[src/rtl/uart_rx_fifo.sv]
// Receive-side byte buffer for the UART receiver.
// It converts the receiver's level-style rx_done flag into one write per frame.
// Bytes go into a circular FIFO, and the host side reads them through a
// first-word fall-through valid/ready stream.
// When a byte arrives while the FIFO is full, the byte is dropped, a sticky
// overflow flag is set, and a saturating drop counter is incremented.
// If rx_done is still high when reset releases, one spurious write occurs.
// Do not release reset while a frame is completing.
module uart_rx_fifo #(
  parameter int DATA_W = 8,
  parameter int DEPTH  = 16,
  parameter int ADDR_W = 4
) (
  input  logic              clk,
  input  logic              reset,
  input  logic [DATA_W-1:0] rx_data,
  input  logic              rx_done,
  output logic [DATA_W-1:0] m_data,
  output logic              m_valid,
  input  logic              m_ready,
  output logic [ADDR_W:0]   level,
  output logic              full,
  output logic              empty,
  output logic              overflow,
  output logic [7:0]        drop_count,
  input  logic              ovf_clear
);

  logic [DATA_W-1:0] mem [DEPTH];

  logic [ADDR_W-1:0] rd_ptr_q, rd_ptr_d;
  logic [ADDR_W-1:0] wr_ptr_q, wr_ptr_d;
  logic [ADDR_W:0]   level_q, level_d;
  logic              rx_done_q, rx_done_d;
  logic              overflow_q, overflow_d;
  logic [7:0]        drop_count_q, drop_count_d;

  logic wr_req, wr_en, pop, drop;

  // Status flags and stream outputs come only from registered state.
  always_comb begin
    empty   = (level_q == '0);
    full    = (level_q == (ADDR_W+1)'(DEPTH));
    m_valid = ~empty;
    m_data  = mem[rd_ptr_q];
    level   = level_q;
    overflow   = overflow_q;
    drop_count = drop_count_q;
  end

  // Edge detect, write acceptance, and next-state for pointers, level and overflow.
  always_comb begin
    rx_done_d = rx_done;
    wr_req    = rx_done & ~rx_done_q;
    pop       = m_valid & m_ready;
    // A pop frees a slot in the same cycle, so a full FIFO can still accept the write.
    wr_en     = wr_req & (~full | pop);
    drop      = wr_req & full & ~pop;

    rd_ptr_d = pop   ? rd_ptr_q + ADDR_W'(1) : rd_ptr_q;
    wr_ptr_d = wr_en ? wr_ptr_q + ADDR_W'(1) : wr_ptr_q;

    level_d = level_q;
    if (wr_en && !pop)      level_d = level_q + (ADDR_W+1)'(1);
    else if (pop && !wr_en) level_d = level_q - (ADDR_W+1)'(1);

    overflow_d   = overflow_q;
    drop_count_d = drop_count_q;
    if (drop) begin
      // A drop takes priority over a clear in the same cycle, so the dropped byte is still counted.
      overflow_d = 1'b1;
      if (ovf_clear)                  drop_count_d = 8'd1;
      else if (drop_count_q != 8'hFF) drop_count_d = drop_count_q + 8'd1;
    end else if (ovf_clear) begin
      overflow_d   = 1'b0;
      drop_count_d = 8'd0;
    end
  end

  // Control state registers with asynchronous reset.
  always_ff @(posedge clk or posedge reset) begin
    if (reset) begin
      rd_ptr_q     <= '0;
      wr_ptr_q     <= '0;
      level_q      <= '0;
      rx_done_q    <= 1'b0;
      overflow_q   <= 1'b0;
      drop_count_q <= 8'd0;
    end else begin
      rd_ptr_q     <= rd_ptr_d;
      wr_ptr_q     <= wr_ptr_d;
      level_q      <= level_d;
      rx_done_q    <= rx_done_d;
      overflow_q   <= overflow_d;
      drop_count_q <= drop_count_d;
    end
  end

  // Storage array; it is not reset, because contents past rd_ptr are never observed.
  always_ff @(posedge clk) begin
    if (wr_en) mem[wr_ptr_q] <= rx_data;
  end

endmodule

[config.mk]
export PLATFORM = sky130hd
export DESIGN_NAME = uart_rx_fifo
export DESIGN_NICKNAME = d
export VERILOG_FILES = /design/src/rtl/uart_rx_fifo.sv
export SDC_FILE = /design/constraint.sdc
export NUM_CORES = 1
export LEC_CHECK = 0
export CAP_MARGIN = 0
export CORE_MARGIN = 3
export CORE_UTILIZATION = 25
export DETAILED_ROUTE_END_ITERATION = 16
export GPL_TIMING_DRIVEN = 0
export SLEW_MARGIN = 0
export SYNTH_ARGS = -nofsm -noshare
export SYNTH_HDL_FRONTEND = slang
export SYNTH_SLANG_ARGS = --single-unit
[constraint.sdc]
create_clock -name clk -period 2.98 [get_ports clk]
set_input_delay 0.447 -clock clk [delete_from_list [all_inputs] [get_ports clk]]
set_output_delay 0.447 -clock clk [all_outputs]
set_load 0.005 [all_outputs]
---- Word-level counts from Yosys, hierarchy flattened ----
Memory sizes are Yosys's and may differ from the RTL's.
Index checks and enable logic that the tools add are counted.
Widths: inputs -> output; s select.
word-level totals
  flip-flop bits (word level) ............. 23
  bits in writable memories ............... 128
  bits of input ports ..................... 13
  output and inout bits ................... 25
  logic and storage cells ................. 43
  memories ................................ 1
memories
  memory  depth  width  read ports  clocked after Yosys merged registers in  wr ports  RTL line  source
  mem     16     8      1           0                                        1         29        logic [DATA_W-1:0] mem [DEPTH];
cells by class
  add/sub/neg operators ................... 5
  equality and inequality tests ........... 2
  muxes and demuxes ....................... 10
  bitwise logic cells ..................... 10
  reductions and logical operators ........ 9
operator list
  operator             number
  $mux 8               4
  $mux 5               2
  $add 4x1->4 const B  2
  $add 8x1->8 const B  1
  $ne 8x8->1 const B   1
  $reduce_bool 2->1    3
  $add 5x1->5 const B  1
  $and 1x1->1          5
  $eq 5x5->1 const B   1
  $logic_not 5->1      1
  $sub 5x1->5 const B  1
  $mux 1               4
  $not 1->1            4
  $logic_and 1x1->1    2
  $logic_not 1->1      2
  $reduce_and 2->1     1
  $or 1x1->1           1

---- Longest topological paths before layout ----
Gate-level depths: netlist of run 1.
  depth after elaboration ................. 9
  depth in mapped cells ................... 10
  depth with buffers taken out ............ 10

---- Worst setup path after synthesis of run 1 ----
Ideal clock, no wire load.
  path kind ............................... reg-to-reg
  start point ............................. register level_q[0] (netlist: level[0])
  end point ............................... register level_q[4] (netlist: level[4])
  library setup time ...................... 0.136 ns
  arrival time ............................ 2.651 ns
  data required time ...................... 2.844 ns
  setup slack ............................. 0.193 ns
  stages on the path, launching flop included .. 10
  buffers on the path ..................... 0
  period minus slack after synthesis ...... 2.787 ns
  cell sequence ........................... dfrtp_1 > or4_1 > o21a_1 > inv_2 > ha_1 > inv_1 > fa_1 > a21o_1 > a2111oi_0 > o31ai_1
between the ends
  cells in the longest elaborated chain, start to end .. 8
  elaborated cells between the ends (all ways) .. 16
  those cells by class .................... add/sub (2); eq/ne (1); mux (2); bitwise (5); reduce/logical (6)
ends and longest elaborated chain
  item                                RTL line  source
  start: declaration                  33        logic [ADDR_W:0] level_q, level_d;
  start signal: assignment            92        level_q <= level_d;
  $logic_not 5->1                     42        empty = (level_q == '0);
  $not 1->1                           44        m_valid = ~empty;
  $and 1x1->1                         55        pop = m_valid & m_ready;
  $or 1x1->1                          57        wr_en = wr_req & (~full | pop);
  $and 1x1->1                         57
  $logic_not 1->1                     65        else if (pop && !wr_en) level_d = level_q - (ADDR_W+1)'(1);
  $logic_and 1x1->1                   65
  $reduce_bool 2->1 (no source line)  -
Several ways; a longest one is shown, not always the timed one. The select of a mux whose other input is x is not followed.
A chain may end at the register's enable or synchronous reset.

---- Worst setup path after layout of run 1 ----
  start point ............................. register rd_ptr_q[0]
  end point ............................... output port m_data[2]
between the ends
  cells in the longest elaborated chain, start to end .. 1
ends and longest elaborated chain
  item                      RTL line  source
  start: declaration        31        logic [ADDR_W-1:0] rd_ptr_q, rd_ptr_d;
  start signal: assignment  90        rd_ptr_q <= rd_ptr_d;
  $mem_v2 16x8              -
  end: declaration          18        output logic [DATA_W-1:0] m_data,
No other way between the ends.

==> results of run 1 <==
==> area by class of cell <==
type | instances | area, sq um | share of cell area (%)
plain buffers | 15 | 128.9 | 1.673
clock buffers | 17 | 425.4 | 5.521
repair buffers | 40 | 394.1 | 5.115
inverters | 8 | 30.03 | 0.3897
clock inverters | 15 | 142.6 | 1.851
multi-input cells | 175 | 1762 | 22.86
flip-flops and latches | 151 | 4423 | 57.40
well taps | 319 | 399.1 | 5.180
==> worst max-delay path, delay by kind of cell, from the launching register on <==
family                 cells  cell delay, ns
AO/OA/AOI/OAI              1            0.26
buffers and inverters      3            0.77
flip-flops                 1            0.39
multiplexers               1            0.52
AND/OR/NAND/NOR            1            0.11
==> per-layer routing <==
| metal | up-vias | wire length [um] | part of all wire [%] | GRT usage, % |
|---|---|---|---|---|
| li1 | 1520 | - | - | - |
| met4 | 0 | 222 | 1.7 | 3.191 |
| met2 | 91 | 6574 | 51 | 17.22 |
| met1 | 1696 | 5555 | 43 | 12.11 |
| met5 | - | 0 | 0 | 0 |
| met3 | 14 | 656 | 5.0 | 3.551 |
==> worst max path at each step <==
stage / to / slack (ns) / depth (start not counted)
5_1_grt: m_data[3] / 0.003 / 6
6_report: m_data[2] / 0.08 / 6
2_1_floorplan: level[4] / 0.19 / 9
4_1_cts: m_data[2] / -0.001 / 6
3_3_place_gp: m_data[7] / -0.48 / 6
3_5_place_dp: mem[3][6] / -0.54 / 5
==> flip-flops by register name, summed over array words and instances (netlist names) <==
register,flops
overflow,1
drop_count,8
rd_ptr_q,4
wr_ptr_q,4
rx_done_q,1
mem,128
level,5
==> cell usage after synthesis, types with 3 or more instances <==
| cell | n |
|---|---|
| a21oi_1 | 10 |
| a22oi_1 | 16 |
| and3_1 | 4 |
| buf_1 | 5 |
| buf_2 | 3 |
| clkbuf_1 | 8 |
| dfrtp_1 | 23 |
| edfxtp_1 | 128 |
| ha_1 | 10 |
| inv_1 | 7 |
| mux4_2 | 32 |
| nand2_1 | 23 |
| nand2b_1 | 6 |
| nand3_1 | 4 |
| nor2_1 | 13 |
| nor2b_1 | 4 |
| nor3_1 | 9 |
| o21ai_1 | 4 |
| o31ai_1 | 4 |
| or4_1 | 4 |
| xnor2_1 | 7 |
==> repair_timing <==
item / CTS / global route
pin swaps: 2 / 6
buffers inserted: 1 / 3
resized for setup: 42 / 13
setup endpoints to repair: 41 / 7
==> where the power goes <==
group	total, uW	internal [uW]	switching, uW
clock network	2050	1170	880
registers	2640	2480	157
logic	2280	1170	1110
==> metrics by stage <==
| step | hold WS (ns) | TNS [ns] | total power [uW] |
|---|---|---|---|
| floorplan | 0.4489 | 0 | 3868 |
| global placement | 0.5040 | -15.56 | 4626 |
| detailed placement | 0.5204 | -26.76 | 4692 |
| CTS | 0.4359 | -0.001139 | 6941 |
| global route | 0.4533 | 0 | 7324 |
| finish | 0.4392 | 0 | 6970 |
==> cell families after synthesis <==
family	after synthesis	share of synthesized area [%]
multiplexers	35	12.22
AO/OA/AOI/OAI	44	4.830
AND/OR/NAND/NOR	76	6.128
adder cells (fa/ha/maj)	11	2.354
XOR/XNOR	9	1.278
flip-flops	151	71.67
buffers and inverters	24	1.522
==> results_dict.tcl, run 1 <==
set metrics [dict create \
    status "finished clean" \
    fin_crit_ns 2.896 \
    dp_cells 705 \
    r2r_start "level[1]" \
    slew_headroom_pct 17.88 \
    r2r-end "level[4]" \
    clockRootBuffer "clkbuf_16" \
    yosys_warnings 0 \
    final.setup_skew_ns 0.009970 \
    cp.arrival_ns 2.45 \
    endpoint_kind "primary output" \
    ios 38 \
    vias_per_cell 4.488 \
    peakVddDrop_mv 0.4903 \
    min_path_type "primary input to flop" \
    synth_area_leaders "edfxtp_1 (62%), mux4_2 (12%), dfrtp_1 (9.3%), ha_1 (2.0%), a22oi_1 (1.9%)" \
    wire_per_inst_um 17.58 \
    startpoint_type "flop" \
    fin_cells 740 \
    clockBufferDepth 2 \
    p_per_area_nw_per_um2 904.6 \
    nNetsFinal 432 \
    finalSetupViolCount 0 \
    antenna_found_initial 0 \
    die_area_sq_um 26580 \
    die_w_um 163.0 \
    antenna_cells 0 \
    drv_slew 0 \
    ys_ff_latch 151 \
    avgSynthCellArea_sq_um 17.62 \
    ys_seq_area_share_pct 71.67 \
    min_period_over_period_pct 97.19 \
    hold_end "drop_count[3]" \
    cp.required_ns 2.53 \
    first_global_vias 3499 \
    start_util_pct 25.88 \
    grtUsageTotal_pct 10.14 \
    clk_pin_slew_ns 0.06 \
    yosys.area.top_type "edfxtp_1" \
    core_region_area_sq_um 23820 \
    row_count 56 \
    yosysTopAreaCellShare_pct 62.34 \
    setup_slack_ns 0.08374 \
    clock_latency_ns 0.41 \
    grt_overflow 0 \
    via_count 3321 \
    syn2layout_area_growth_pct 24.96 \
    nFillCells 2319 \
    grt_max_degree 24 \
    hold_viol 0 \
    crit_slowest_cell "mux4_2" \
    final_common_cell "edfxtp_1" \
    place_congestion 0.7580 \
    synthCells 350 \
    most-common-layout-cells "edfxtp_1 (128), clkdlybuf4s50_1 (33), mux4_2 (32), nand2_1 (22), dfrtp_1 (20)" \
    ctsHoldBuffers 0 \
    grt_pass1_wl_mm 19.95 \
    crit_type "flop to primary output" \
    fin_util_pct 32.34 \
    ant_nets 0 \
    drc 0 \
    syn-cell-area_sq_um 6166 \
    wirelength_mm 13.01 \
    cts_buffers 17 \
    timing.fmax_mhz 345.3 \
    cts_max_level 4 \
    max_stage_delay_ns 0.52 \
    p_leak_uw 0.002528 \
    crit_chain "buf_8 > buf_4 > mux4_2 > a22oi_2 > nand2_2 > clkdlybuf4s50_1" \
    ys_async_sr_fraction_pct 15.23 \
    tightest_slew_ns 1.222 \
    cts_sinks 151 \
    synth-main-ff-cell "edfxtp_1" \
    min-delay-start "ovf_clear" \
    drive_gt1_share_pct 23.75 \
    place_area_sq_um 6925 \
    dp_hpwl_mm 8.689 \
    rrSetupSlack_ns 0.11 \
    dr.pass1.iters 4 \
    die_y_um 163.0 \
    synth-edff-count 128 \
    cts_tree "done" \
    cp-startpoint "rd_ptr_q[0]" \
    cp_max_fo 5 \
    fin_area_sq_um 7705 \
    rsz0062_at_grt "false" \
    drt_iter0_drc 223 \
    pre_cts_slack_ns -0.5418 \
    reg2regPathDepth 9 \
    synth_cell_types 41 \
    port_buffers 36 \
    drv_cap 0 \
    synth_nets 374 \
    min_path_cells 2 \
]
Note: power is estimated with default switching activity, not from simulation.
==> run 2, diff against run 1 <==
CORE_UTILIZATION = 35   (was 25)
==> results_dict.tcl, run 2 (synthesis results as in run 1) <==
set metrics [dict create \
    slew_headroom_pct 38.40 \
    largest_reg_flops 128 \
    power_frac_seq_pct 37.9 \
    grtUsageMet1_pct 17.65 \
    combPwrFrac_pct 31.6 \
    antenna_cells 0 \
    crit_slowest_cell "mux4_2" \
    crit_type "flop to primary output" \
    crit_buf_inv 3 \
    cts_max_level 4 \
    finalPower_uw 6974 \
    dr.pass1.iters 5 \
    nNetsFinal 432 \
    wirelength_mm 12.58 \
    min-delay-start "ovf_clear" \
    busiest_layer "met2" \
    grt_max_degree 24 \
    die_area_sq_um 19250 \
    core_region_area_sq_um 16940 \
    first_global_vias 3452 \
    max_flop_register "mem" \
    final_common_cell "edfxtp_1" \
    drt_iter0_drc 222 \
    cp-startpoint "rd_ptr_q[0]" \
    cts_sinks 151 \
    dp_hpwl_mm 8.132 \
    syn2layout_area_growth_pct 22.99 \
    antenna_found_initial 0 \
    row_count 47 \
    via_count 3315 \
    drc 0 \
    hold_end "drop_count[1]" \
    grt_use_met2_pct 21.56 \
    rrSetupSlack_ns 0.15 \
    min_period_over_period_pct 96.43 \
    tightest_slew_ns 0.9229 \
    timing.fmax_mhz 348.0 \
    fin_util_pct 44.78 \
    peakVddDrop_mv 0.4900 \
    cp.required_ns 2.53 \
    crit_chain "buf_8 > buf_12 > mux4_2 > a22oi_2 > nand2_1 > clkdlybuf4s50_1" \
    drv_slew 0 \
    critical-path-top-delay-family "buffers and inverters" \
    grt_overflow 0 \
    vias_per_cell 5.180 \
    r2r_start "level[0]" \
    min_path_type "primary input to flop" \
    power.switching_uw 2018 \
    startpoint_type "flop" \
    fin_crit_ns 2.874 \
    clockRootBuffer "clkbuf_16" \
    grt_pass1_wl_mm 19.44 \
    port_buffers 36 \
    reg2regPathDepth 9 \
    drive_gt1_share_pct 22.62 \
    ant_nets 0 \
    most-common-layout-cells "edfxtp_1 (128), clkdlybuf4s50_1 (36), mux4_2 (32), nand2_1 (23), dfrtp_1 (20)" \
    finalSetupViolCount 0 \
    clk_pin_slew_ns 0.06 \
    power.internal_uw 4956 \
    p_per_area_nw_per_um2 919.7 \
    p_leak_uw 0.002511 \
    die_w_um 138.7 \
    max_stage_delay_ns 0.53 \
    clock_latency_ns 0.41 \
    cts_buffers 17 \
    place_congestion 0.7808 \
    endpoint_kind "primary output" \
    cp_max_fo 10 \
    status "finished clean" \
    rsz0062_at_grt "false" \
    r2r-end "level[4]" \
    grtUsageTotal_pct 13.45 \
    clockBufferDepth 2 \
    die_y_um 138.7 \
    final.setup_skew_ns 0.005402 \
    cts_tree "done" \
    min_path_cells 2 \
    grt_use_met3_pct 3.379 \
    hold_viol 0 \
    wire_per_inst_um 19.65 \
    cp.arrival_ns 2.43 \
    clkPwrFrac_pct 30.5 \
    ios 38 \
    drv_cap 0 \
    finalSetupTns_ns 0 \
    start_util_pct 36.41 \
    swShare_pct 28.93 \
]
[run 2: worst max path at each step]
stage                endpoint  slack [ns]  depth (start not counted)
floorplan            level[4]        0.19                          9
global placement    mem[3][7]       -0.49                          5
detailed placement  m_data[6]       -0.49                          6
CTS                 m_data[3]       0.004                          6
global route        m_data[4]      0.0005                          6
finish              m_data[5]        0.11                          6
[run 2: power groups by stage]
stage,clock network [uW],registers [uW],logic (uW)
6_report,2130,2640,2210
5_1_grt,2250,2670,2400
4_1_cts,2170,2640,2150
3_5_place_dp,0,2650,2010
3_3_place_gp,0,2640,1980
2_1_floorplan,0,2620,1250
[run 2: layout make-up]
class,count,area [sq um]
multi-input combinational,175,1760
buffer,15,121.4
timing repair buffer,40,387.9
sequential,151,4423
clock inverter,11,148.9
fill,1470,9353
inverter,8,30.03
tap,220,275.3
clock buffer,20,436.7
[run 2: stage by stage]
stage | std cells | cell area [sq um] | hold WS (ns) | setup slack, ns
final | 640 | 7584 | 0.4377 | 0.1064
after global routing | 640 | 7584 | 0.4416 | 0.0004801
after CTS | 636 | 7498 | 0.4241 | 0.004166
after detailed placement | 606 | 6802 | 0.5007 | -0.4851
after global placement | 606 | 6802 | 0.5003 | -0.4906
after floorplan | 350 | 6166 | 0.4489 | 0.1929
[run 2: layer usage]
layer / wire length, um / vias up
met5: 0 / -
met4: 212 / 0
met3: 566 / 16
met2: 6126 / 92
met1: 5670 / 1690
li1: - / 1517
[run 2: what timing repair did]
action                     CTS  global route
hold endpoints to repair     0             0
pin swaps                    1             1
gates resized for setup     36            13
setup buffers                0             3
hold buffers                 0             0
setup endpoints to repair   36             9
==> run 3, diff against run 2 <==
CELL_PAD_IN_SITES_DETAIL_PLACEMENT = 2   (was not set)
CELL_PAD_IN_SITES_GLOBAL_PLACEMENT = 2   (was not set)
PLACE_DENSITY_LB_ADDON = 0.1   (was not set)
TNS_END_PERCENT = 50   (was not set)
==> results_dict.tcl, run 3 (synthesis results as in run 1) <==
set metrics [dict create \
    status "finished clean" \
    place_congestion 0.6914 \
    rsz0062_at_grt "true" \
    multi_input_area_sq_um 1752 \
    fin_crit_ns 2.913 \
    fin_area_sq_um 7590 \
    hold_end "drop_count[2]" \
    peakVddDrop_mv 0.5171 \
    antenna_cells 0 \
    drv_slew 0 \
    final_common_cell "edfxtp_1" \
    startpoint_type "flop" \
    max_flop_register "mem" \
    drt_iter0_drc 208 \
    nFillCells 1621 \
    reg2regPathDepth 9 \
    grt_pass1_wl_mm 23.71 \
    min_path_cells 2 \
    setup_slack_ns 0.06739 \
    timing.fmax_mhz 343.3 \
    clockBufferDepth 2 \
    grt_overflow 0 \
    p_leak_uw 0.002536 \
    cts_buffers 17 \
    final.setup_skew_ns 0.01177 \
    endpoint_kind "primary output" \
    grtUsageTotal_pct 16.64 \
    antenna_found_initial 0 \
    finalSetupViolCount 0 \
    min_path_type "primary input to flop" \
    via_count 3370 \
    die_area_sq_um 19250 \
    wirelength_mm 15.23 \
    ctsHoldBuffers 0 \
    seq_area_sq_um 4423 \
    wire_per_inst_um 23.68 \
    vias_per_cell 5.241 \
    syn2layout_area_growth_pct 23.09 \
    nNetsFinal 434 \
    die_w_um 138.7 \
    rrSetupSlack_ns 0.19 \
    cp.arrival_ns 2.47 \
    slew_headroom_pct 35.16 \
    cp_max_fo 4 \
    core_region_area_sq_um 16940 \
    holdWs_ns 0.4823 \
    dp_hpwl_mm 9.898 \
    tightest_slew_ns 0.9715 \
    start_util_pct 36.41 \
    r2r-end "level[4]" \
    min-delay-start "ovf_clear" \
    p_per_area_nw_per_um2 928.8 \
    clockRootBuffer "clkbuf_16" \
    ant_nets 0 \
    clk_pin_slew_ns 0.06 \
    hold_viol 0 \
    dr.pass1.iters 4 \
    cts_sinks 151 \
    pre_cts_slack_ns -0.6031 \
    grt_max_degree 24 \
    r2r_start "level[0]" \
    place_area_sq_um 6814 \
    most-common-layout-cells "edfxtp_1 (128), clkdlybuf4s50_1 (34), mux4_2 (32), nand2_1 (23), dfrtp_1 (20)" \
    die_y_um 138.7 \
    crit_type "flop to primary output" \
    drc 0 \
    clock_latency_ns 0.43 \
    cp.required_ns 2.53 \
    drive_gt1_share_pct 23.64 \
    cts_tree "done" \
    port_buffers 36 \
    row_count 47 \
    cts_max_level 4 \
    drv_cap 0 \
    largest_reg_flops 128 \
    min_period_over_period_pct 97.74 \
    ios 38 \
    first_global_vias 3744 \
]
-- run 3: cell types whose count changed in the layout (fill, tap and decap cells not counted), moves of 2 or more --
cell,previous run,this run
buf_4,3,6
clkbuf_1,6,4
clkdlybuf4s50_1,36,34
clkinv_1,0,2
clkinv_4,0,2
dlymetal6s2s_1,0,2
-- run 3: what timing repair did --
action | CTS | global route
resized for setup | 33 | 18
setup buffers | 2 | 3
pin swaps | 2 | 2
setup endpoints to repair | 26 | 57
-- run 3: critical path, stage by stage (launching register included) --
cell and delay (ns):
dfrtp_1 0.36, clkbuf_8 0.17, buf_4 0.15, buf_4 0.12
mux4_2 0.50, a22oi_2 0.20, nand2_1 0.09, clkdlybuf4s50_1 0.45
-- run 3: power breakdown --
group	switching (uW)	total (uW)	internal, uW
registers	168	2650	2480
clock network	879	2120	1240
logic	1120	2280	1160
-- run 3: per-layer routing --
metal,up-vias,share of wire [%],track usage [%]
met2,54,51,26.93
li1,1515,-,-
met1,1785,45,22.40
met3,16,3.5,3.828
met5,-,0,0
met4,0,1.3,5.561
-- run 3: worst max-delay path by stage --
stage / start / endpoint / cells past startpoint
final: rd_ptr_q[0] / m_data[7] / 7
after floorplan: level[0] / level[4] / 9
after CTS: level[0] / level[4] / 9
after detailed placement: rx_done / mem[2][3] / 5
after global placement: rx_done / mem[3][4] / 5
after global routing: rd_ptr_q[0] / m_data[7] / 7
-- run 3: metrics by stage --
step	setup TNS, ns	power [uW]	std cells	utilization [%]
2_1_floorplan	0	3868	350	-
3_3_place_gp	-34.34	4670	606	40.16
3_5_place_dp	-30.06	4744	607	40.23
4_1_cts	-0.2351	7072	640	44.33
5_1_grt	-0.1068	7418	643	44.81
6_report	0	7049	643	44.81
-- run 3: final cells by class --
cell class / count / share of cell area [%]
multi-input cells: 175 / 23.08
well taps: 220 / 3.627
repair buffers: 42 / 5.407
inverters: 8 / 0.3956
flip-flops and latches: 151 / 58.28
clock inverters: 14 / 1.945
clock buffers: 18 / 5.654
plain buffers: 15 / 1.616
